$ cat src/rtl/aq_sysio_sync.sv
// System-IO front stage: pad interrupt/ack synchronizers, reset-vector capture and low-power
// request/ack handshake. Define AQ_SYSIO_SYNC3_EN to force 3-stage synchronizers.
module aq_sysio_sync #(
   parameter int unsigned          SYNC_STAGES = 2,
   parameter int unsigned          LPMD_TO_W   = 8,
   parameter logic [LPMD_TO_W-1:0] LPMD_TO_VAL = LPMD_TO_W'(200)
) (
   input  logic        forever_cpuclk,
   input  logic        cpurst_b,
   input  logic        pad_sysio_me_int,
   input  logic        pad_sysio_ms_int,
   input  logic        pad_sysio_mt_int,
   input  logic        pad_sysio_se_int,
   input  logic        pad_sysio_ss_int,
   input  logic        pad_sysio_st_int,
   input  logic [39:0] pad_sysio_rvba,
   input  logic        pad_sysio_lpmd_ack,
   input  logic [1:0]  cpuio_sysio_lpmd_b,
   output logic        sysio_cpuio_me_int,
   output logic        sysio_cpuio_ms_int,
   output logic        sysio_cpuio_mt_int,
   output logic        sysio_cpuio_se_int,
   output logic        sysio_cpuio_ss_int,
   output logic        sysio_cpuio_st_int,
   output logic [39:0] sysio_xx_rvba,
   output logic [1:0]  sysio_pad_lpmd_b,
   output logic        sysio_xx_wakeup,
   output logic        sysio_xx_lpmd_abort
);

`ifdef AQ_SYSIO_SYNC3_EN
   localparam int unsigned Stages = 3;
`else
   localparam int unsigned Stages = SYNC_STAGES;
`endif

   typedef enum logic [1:0] {StRun, StReq, StLp, StWake} state_e;

   // Bits [5:0] are the interrupts (me, ms, mt, se, ss, st), bit 6 is the ack.
   logic [6:0] async_in;
   logic [6:0] sync_q [Stages];
   logic [6:0] sync_out;
   logic       ack_s;
   logic       int_any;

   assign async_in = {pad_sysio_lpmd_ack, pad_sysio_st_int, pad_sysio_ss_int, pad_sysio_se_int,
                      pad_sysio_mt_int, pad_sysio_ms_int, pad_sysio_me_int};

   always_ff @(posedge forever_cpuclk or negedge cpurst_b) begin
      if (!cpurst_b) begin
         for (int i = 0; i < Stages; i++) sync_q[i] <= '0;
      end else begin
         sync_q[0] <= async_in;
         for (int i = 1; i < Stages; i++) sync_q[i] <= sync_q[i-1];
      end
   end

   assign sync_out = sync_q[Stages-1];
   assign ack_s    = sync_out[6];
   assign int_any  = |sync_out[5:0];

   assign sysio_cpuio_me_int = sync_out[0];
   assign sysio_cpuio_ms_int = sync_out[1];
   assign sysio_cpuio_mt_int = sync_out[2];
   assign sysio_cpuio_se_int = sync_out[3];
   assign sysio_cpuio_ss_int = sync_out[4];
   assign sysio_cpuio_st_int = sync_out[5];

   // Reset vector base: sampled on the first edge after reset, then frozen.
   logic        rvba_vld_q;
   logic [39:0] rvba_q;

   always_ff @(posedge forever_cpuclk or negedge cpurst_b) begin
      if (!cpurst_b) begin
         rvba_vld_q <= 1'b0;
         rvba_q     <= '0;
      end else if (!rvba_vld_q) begin
         rvba_vld_q <= 1'b1;
         rvba_q     <= pad_sysio_rvba;
      end
   end

   assign sysio_xx_rvba = rvba_q;

   // Low-power handshake FSM with registered outputs.
   state_e               state_q;
   logic [1:0]           lpmd_q;
   logic [1:0]           mode_q;
   logic [1:0]           lpmd_out_q;
   logic [LPMD_TO_W-1:0] cnt_q;
   logic                 wakeup_q;
   logic                 abort_q;

   always_ff @(posedge forever_cpuclk or negedge cpurst_b) begin
      if (!cpurst_b) begin
         state_q    <= StRun;
         lpmd_q     <= 2'b11;
         mode_q     <= 2'b11;
         lpmd_out_q <= 2'b11;
         cnt_q      <= '0;
         wakeup_q   <= 1'b0;
         abort_q    <= 1'b0;
      end else begin
         lpmd_q   <= cpuio_sysio_lpmd_b;
         wakeup_q <= 1'b0;
         abort_q  <= 1'b0;
         case (state_q)
            StRun: begin
               lpmd_out_q <= 2'b11;
               // A still-high ack from a previous handshake blocks a new request.
               if (lpmd_q != 2'b11 && !ack_s) begin
                  mode_q     <= lpmd_q;
                  cnt_q      <= '0;
                  lpmd_out_q <= lpmd_q;
                  state_q    <= StReq;
               end
            end
            StReq: begin
               if (cnt_q != '1) cnt_q <= cnt_q + 1'b1;
               if (ack_s) begin
                  state_q <= StLp;
               end else if (int_any) begin
                  state_q    <= StWake;
                  wakeup_q   <= 1'b1;
                  lpmd_out_q <= 2'b11;
               end else if (cnt_q == LPMD_TO_VAL - 1'b1) begin
                  state_q    <= StRun;
                  abort_q    <= 1'b1;
                  lpmd_out_q <= 2'b11;
               end
            end
            StLp: begin
               if (int_any) begin
                  state_q    <= StWake;
                  wakeup_q   <= 1'b1;
                  lpmd_out_q <= 2'b11;
               end else if (lpmd_q == 2'b11) begin
                  state_q    <= StWake;
                  lpmd_out_q <= 2'b11;
               end
            end
            StWake: begin
               lpmd_out_q <= 2'b11;
               if (!ack_s) state_q <= StRun;
            end
            default: begin
               state_q    <= StRun;
               lpmd_out_q <= 2'b11;
            end
         endcase
      end
   end

   assign sysio_pad_lpmd_b    = lpmd_out_q;
   assign sysio_xx_wakeup     = wakeup_q;
   assign sysio_xx_lpmd_abort = abort_q;

endmodule

$ cat config.mk
export PLATFORM = sky130hd
export DESIGN_NAME = aq_sysio_sync
export DESIGN_NICKNAME = d
export VERILOG_FILES = /design/src/rtl/aq_sysio_sync.sv
export SDC_FILE = /design/constraint.sdc
export NUM_CORES = 1
export LEC_CHECK = 0
export ABC_AREA = 0
export CORE_AREA = 2 2 83 85
export DETAILED_ROUTE_END_ITERATION = 10
export DIE_AREA = 0 0 85 87
export HOLD_SLACK_MARGIN = 0.03
export PLACE_DENSITY = 0.77
export SYNTH_ARGS = -nofsm -noshare
export SYNTH_HDL_FRONTEND = slang
export SYNTH_SLANG_ARGS = --single-unit
$ cat constraint.sdc
create_clock -name forever_cpuclk -period 2.1 [get_ports forever_cpuclk]
set_clock_uncertainty 0.05 [all_clocks]
set_input_delay 0.42 -clock forever_cpuclk [delete_from_list [all_inputs] [get_ports forever_cpuclk]]
set_output_delay 0.42 -clock forever_cpuclk [all_outputs]
set_load 0.01 [all_outputs]
Word level (Yosys, flattened, before mapping)
Index checks and enable logic that the tools add are counted.
Widths: inputs -> output; s select.
{"block": "word_totals", "word_cells": 56, "output_inout_bits": 50, "input_bits": 51, "regBits": 71}
{"block": "classes", "reduce_logical": 8, "eq_ne": 14, "mux": 23, "add_sub_neg": 1}
{"op": "$mux 2", "n": 11}
{"op": "$mux 8", "n": 2}
{"op": "$pmux 2 s4", "n": 2}
{"op": "$pmux 8 s2", "n": 1}
{"op": "$ne 2x2->1 const B", "n": 5}
{"op": "$add 8x1->8 const B", "n": 1}
{"op": "$eq 8x8->1 const B", "n": 1}
{"op": "$ne 8x8->1 const B", "n": 1}
{"op": "$eq 2x2->1 const B", "n": 3}
{"op": "$mux 1", "n": 6}
{"op": "$ne 3x3->1 const B", "n": 2}
{"op": "$reduce_and 3->1", "n": 2}
{"op": "$reduce_or 6->1", "n": 1}
{"op": "$ne 4x4->1 const B", "n": 1}
{"op": "$reduce_and 4->1", "n": 1}
{"op": "$eq 2x1->1 const B", "n": 1}
{"op": "$logic_not 2->1", "n": 1}
{"op": "$pmux 1 s2", "n": 1}
{"op": "$reduce_bool 2->1", "n": 1}
{"op": "$logic_and 1x1->1", "n": 1}
{"op": "$logic_not 1->1", "n": 1}

Longest topological paths before layout
{"block": "logic_depth", "depth_word": 5, "mapped_depth": 8, "mapped_depth_nobuf": 7}

Worst setup path before layout
Ideal clock, no wire load.
{"block": "synth_timing", "kind": "register to register", "start": "reg sync_q, in the netlist sync_out[1]", "end": "reg lpmd_out_q[0], in the netlist sysio_pad_lpmd_b[0]", "setup_ns": 0.082, "stages_incl_launch_ff": 5, "synth_period_minus_slack_ns": 1.952, "path_buffers": 0, "arrival_time_ns": 1.820, "required_time_ns": 1.968, "slack_ns": 0.148, "cell_sequence": "dfrtp_1 -> or4_4 -> or3_4 -> o22ai_2 -> mux2_2"}
{"block": "synth_via", "elab_chain_cells": 4, "elab_cells_between_ends": 8, "classes_between": "eq/ne: 2; mux: 4; reduce/logical: 2"}
{"element": "start, declared", "line": "41", "text": "logic [6:0] sync_q [Stages];"}
{"element": "$reduce_or 6->1 *", "line": "60", "text": "assign int_any = |sync_out[5:0];"}
{"element": "$mux 2", "line": "122", "text": "end else if (int_any) begin"}
{"element": "$mux 2", "line": "120", "text": "if (ack_s) begin"}
{"element": "$pmux 2 s4", "line": "107", "text": "case (state_q)"}
{"element": "end signal, assigned", "line": "114", "text": "lpmd_out_q <= lpmd_q;"}
{"element": "end, declared", "line": "89", "text": "logic [1:0] lpmd_out_q;"}
Mark *: on every way between the ends. The rest lies on a longest branch, timed or not. The select of a mux whose other input is x is not followed.
A chain may end at the register's enable or synchronous reset.

Worst setup path in the final report
{"block": "layout_timing", "start": "reg sync_q, in the netlist sync_out[1]", "end": "reg lpmd_out_q[1], in the netlist sysio_pad_lpmd_b[1]"}
The elaborated chain is that of the path after synthesis.

==> results by group <==
Status
  • Outcome: finished, final reports clean

Setup path
  • Critical Setup Path Class: reg2reg
  • Worst Path Required: 2.31 ns
  • Worst setup SP type: register
  • Arrival @ worst endpoint: 2.18 ns
  • R2R Path End: sysio_pad_lpmd_b[1]
  • Top fanout value on the critical path: 4
  • FF-to-FF Start: sync_out[1]
  • Crit end category: register
  • R2r worst-path depth: 4
  • Reg2reg setup slack: 0.13 ns

Place
  • Gpl congestion: 0.840
  • PortBufs: 100
  • Post-DP Area: 0.00391 mm2
  • DP Wirelength: 4180 um

Power
  • P per Cell Area: 891 mW/mm2
  • Power, Total: 3.65 mW
  • Leakage power: 1.72 nW
  • Worst-case vdd ir drop: 0.706 mV

Clock tree
  • Cts repair resizes: 0
  • Num Clock Sinks: 71
  • CTS Hold Bufs: 0
  • Postcts setup bufs: 0
  • Skew-Pair Late Insertion Delay: 0.33 ns
  • Htree depth: 3
  • Inserted Clock Buffers: 9
  • CTS tree: yes
  • CTS root buf: clkbuf_8
  • Clk slew on worst S/H paths: 0.07 ns
  • Buffers from clock root to sink, at most: 2

Final layout
  • Antenna cells: 0
  • Share of layout cells above drive strength 1: 23.7%
  • Area growth syn-to-layout: 48.0%
  • Final instance area: 0.00410 mm2
  • Final nets: 364

Flow run
  • Maxcap violations: 0

Synth
  • Post-Synthesis Net Count: 252
  • Synth area leaders: dfrtp_1 (61%), mux2_2 (17%), dfstp_2 (3.8%)
  • Synth top area share: 60.6%
  • Syn avg cell area: 14.2 um2
  • Mapped Cells: 195
  • Yosys reg bits: 71
  • Synth area leader: dfrtp_1
  • Synth cell types: 36
  • Yosys warnings: 0
  • Synth Cell Area: 0.00277 mm2
  • Seq/Total Area, Yosys: 64.3%

Floorplanning
  • Initial Util: 42.2%
  • Die footprint: 0.00740 mm2
  • Die Y: 87 um
  • Chip width: 85 um
  • Ports: 101
  • # rows: 30
  • Core Region: 0.00657 mm2

Routing
  • Residual DRC: 0
  • Final wirelength: 5710 um
  • Wire per inst: 14.6 um
  • Drt pass-1 iters: 4
  • Drt initial violations: 92
  • Vias/cell: 4.93
  • Final ANT Viol Nets: 0
  • DR vias: 1932

STA
  • Slew Viols, Final: 0
  • Post-Route Setup TNS: 0 ns
  • Final Hold Viols: 0
  • Period Utilization, post-route: 93.8%
  • Crit path time final: 1.97 ns
  • RSZ-0062 raised after global routing: no
  • F_max: 508 MHz
  • Final Setup Violations: 0

Global route
  • Overall global routing resource usage: 16.2%
  • Global-route wire length before repair: 9290 um
  • Vias in the first global route: 2030
  • Initial antenna violation count: 0
  • GRT overflow: 0
  • Largest net degree at the start of global routing: 40

Worst hold path
  • HP Class: in2async
==> through the flow <==
step	cells	setup WS, ns	util, %	hold WS (ns)
final	392	0.130	62.4	0.0625
after global routing	392	0.0499	62.4	0.0766
after CTS	392	0.127	62.4	0.0594
after floorplan	195	0.148	-	0.0744
after detailed placement	376	0.139	59.5	0.285
after global placement	376	0.172	59.5	0.283
==> metal layers <==
layer / global-route usage (%) / wire length (um) / up-vias
met5: 0 / 0 / -
met4: 5.63 / 53 / 0
met3: 9.86 / 648 / 5
met2: 25.6 / 2710 / 65
met1: 18.2 / 2300 / 951
li1: - / - / 911
==> synth_stat cells <==
cell	count
a211o_1	1
or3_4	1
o21ai_0	5
ha_1	6
or3b_2	2
nor3_1	3
nor4_1	3
and2_1	1
a311oi_1	1
o22ai_2	1
or4_4	1
or4_1	1
nand2_1	12
o21ai_1	1
and4_1	1
a221o_1	1
dfstp_2	4
nand3b_1	2
clkbuf_1	3
a31oi_1	1
a22o_1	1
nand3_1	8
a21oi_1	3
o221ai_1	2
and3_1	2
mux2_2	42
buf_1	3
nand2b_1	1
or4b_1	1
inv_1	4
dfrtp_1	67
or2_2	1
conb_1	1
nor2_1	5
a21bo_2	1
mux2i_1	2
==> worst max-delay path by stage <==
| stage | start | end | cells past startpoint |
|---|---|---|---|
| finish | sync_out[1] | sysio_pad_lpmd_b[1] | 4 |
| global route | register | state_q[0] | 7 |
| CTS | sync_out[1] | sysio_pad_lpmd_b[1] | 4 |
| detailed placement | sync_out[1] | sysio_pad_lpmd_b[1] | 4 |
| global placement | sync_out[1] | sysio_pad_lpmd_b[1] | 4 |
| floorplan | sync_out[1] | sysio_pad_lpmd_b[0] | 4 |
==> kinds of logic (layout without fill, tap and decap cells) <==
logic type | after synthesis | after routing | share of synthesized area [%]
flip-flops | 71 | 71 | 64.3
AND/OR/NAND/NOR | 45 | 45 | 9.04
multiplexers | 44 | 44 | 17.8
AO/OA/AOI/OAI | 18 | 18 | 4.61
buffers and inverters | 10 | 127 | 1.36
adder cells (fa/ha/maj) | 6 | 6 | 2.71
other | 1 | 1 | 0.135
==> flip-flops by register name (all words and copies together) (netlist names), named ones only <==
| register | count |
|---|---|
| sysio_xx_rvba | 40 |
| cnt_q | 8 |
| sync_out | 7 |
| sync_q | 7 |
| lpmd_q | 2 |
| sysio_pad_lpmd_b | 2 |
| rvba_vld_q | 1 |
| state_q | 1 |
| sysio_xx_lpmd_abort | 1 |
| sysio_xx_wakeup | 1 |
==> power by group <==
part / switching [mW] / total (mW) / internal, mW / leakage (nW)
combinational: 0.437 / 0.961 / 0.524 / 0.784
sequential: 0.106 / 1.63 / 1.53 / 0.845
clock: 0.476 / 1.06 / 0.581 / 0.0936
total: 1.02 / 3.65 / 2.63 / 1.72
==> final cells by class <==
cell class                 instances  area [um2]
clock buffer                      13         149
sequential                        71        1780
inverter                           4        15.0
fill                             471        2470
multi-input combinational        114         950
clock inverter                     3        42.5
tap                               80         100
timing repair buffer             107        1060
==> cell usage in the layout (no fill, tap or decap), types with 2 or more instances in the layout <==
master,count
clkdlybuf4s50_1,99
a21oi_1,3
mux2i_1,2
buf_4,6
nor4_1,3
nor3_1,3
dfrtp_1,67
mux2_2,42
or3b_2,2
ha_1,6
dfstp_2,4
o221ai_1,2
clkbuf_8,10
and3_1,2
o21ai_0,5
nand3_1,8
clkbuf_1,3
nor2_1,5
nand2_1,12
inv_1,4
nand3b_1,2
==> worst max-delay path, cell delays in order, from the launching register on <==
cell and delay, ns:
dfrtp_1 0.38, or4_4 0.54, or3_4 0.36, o22ai_2 0.21, mux2_2 0.35
(Power assumes the default switching activity.)
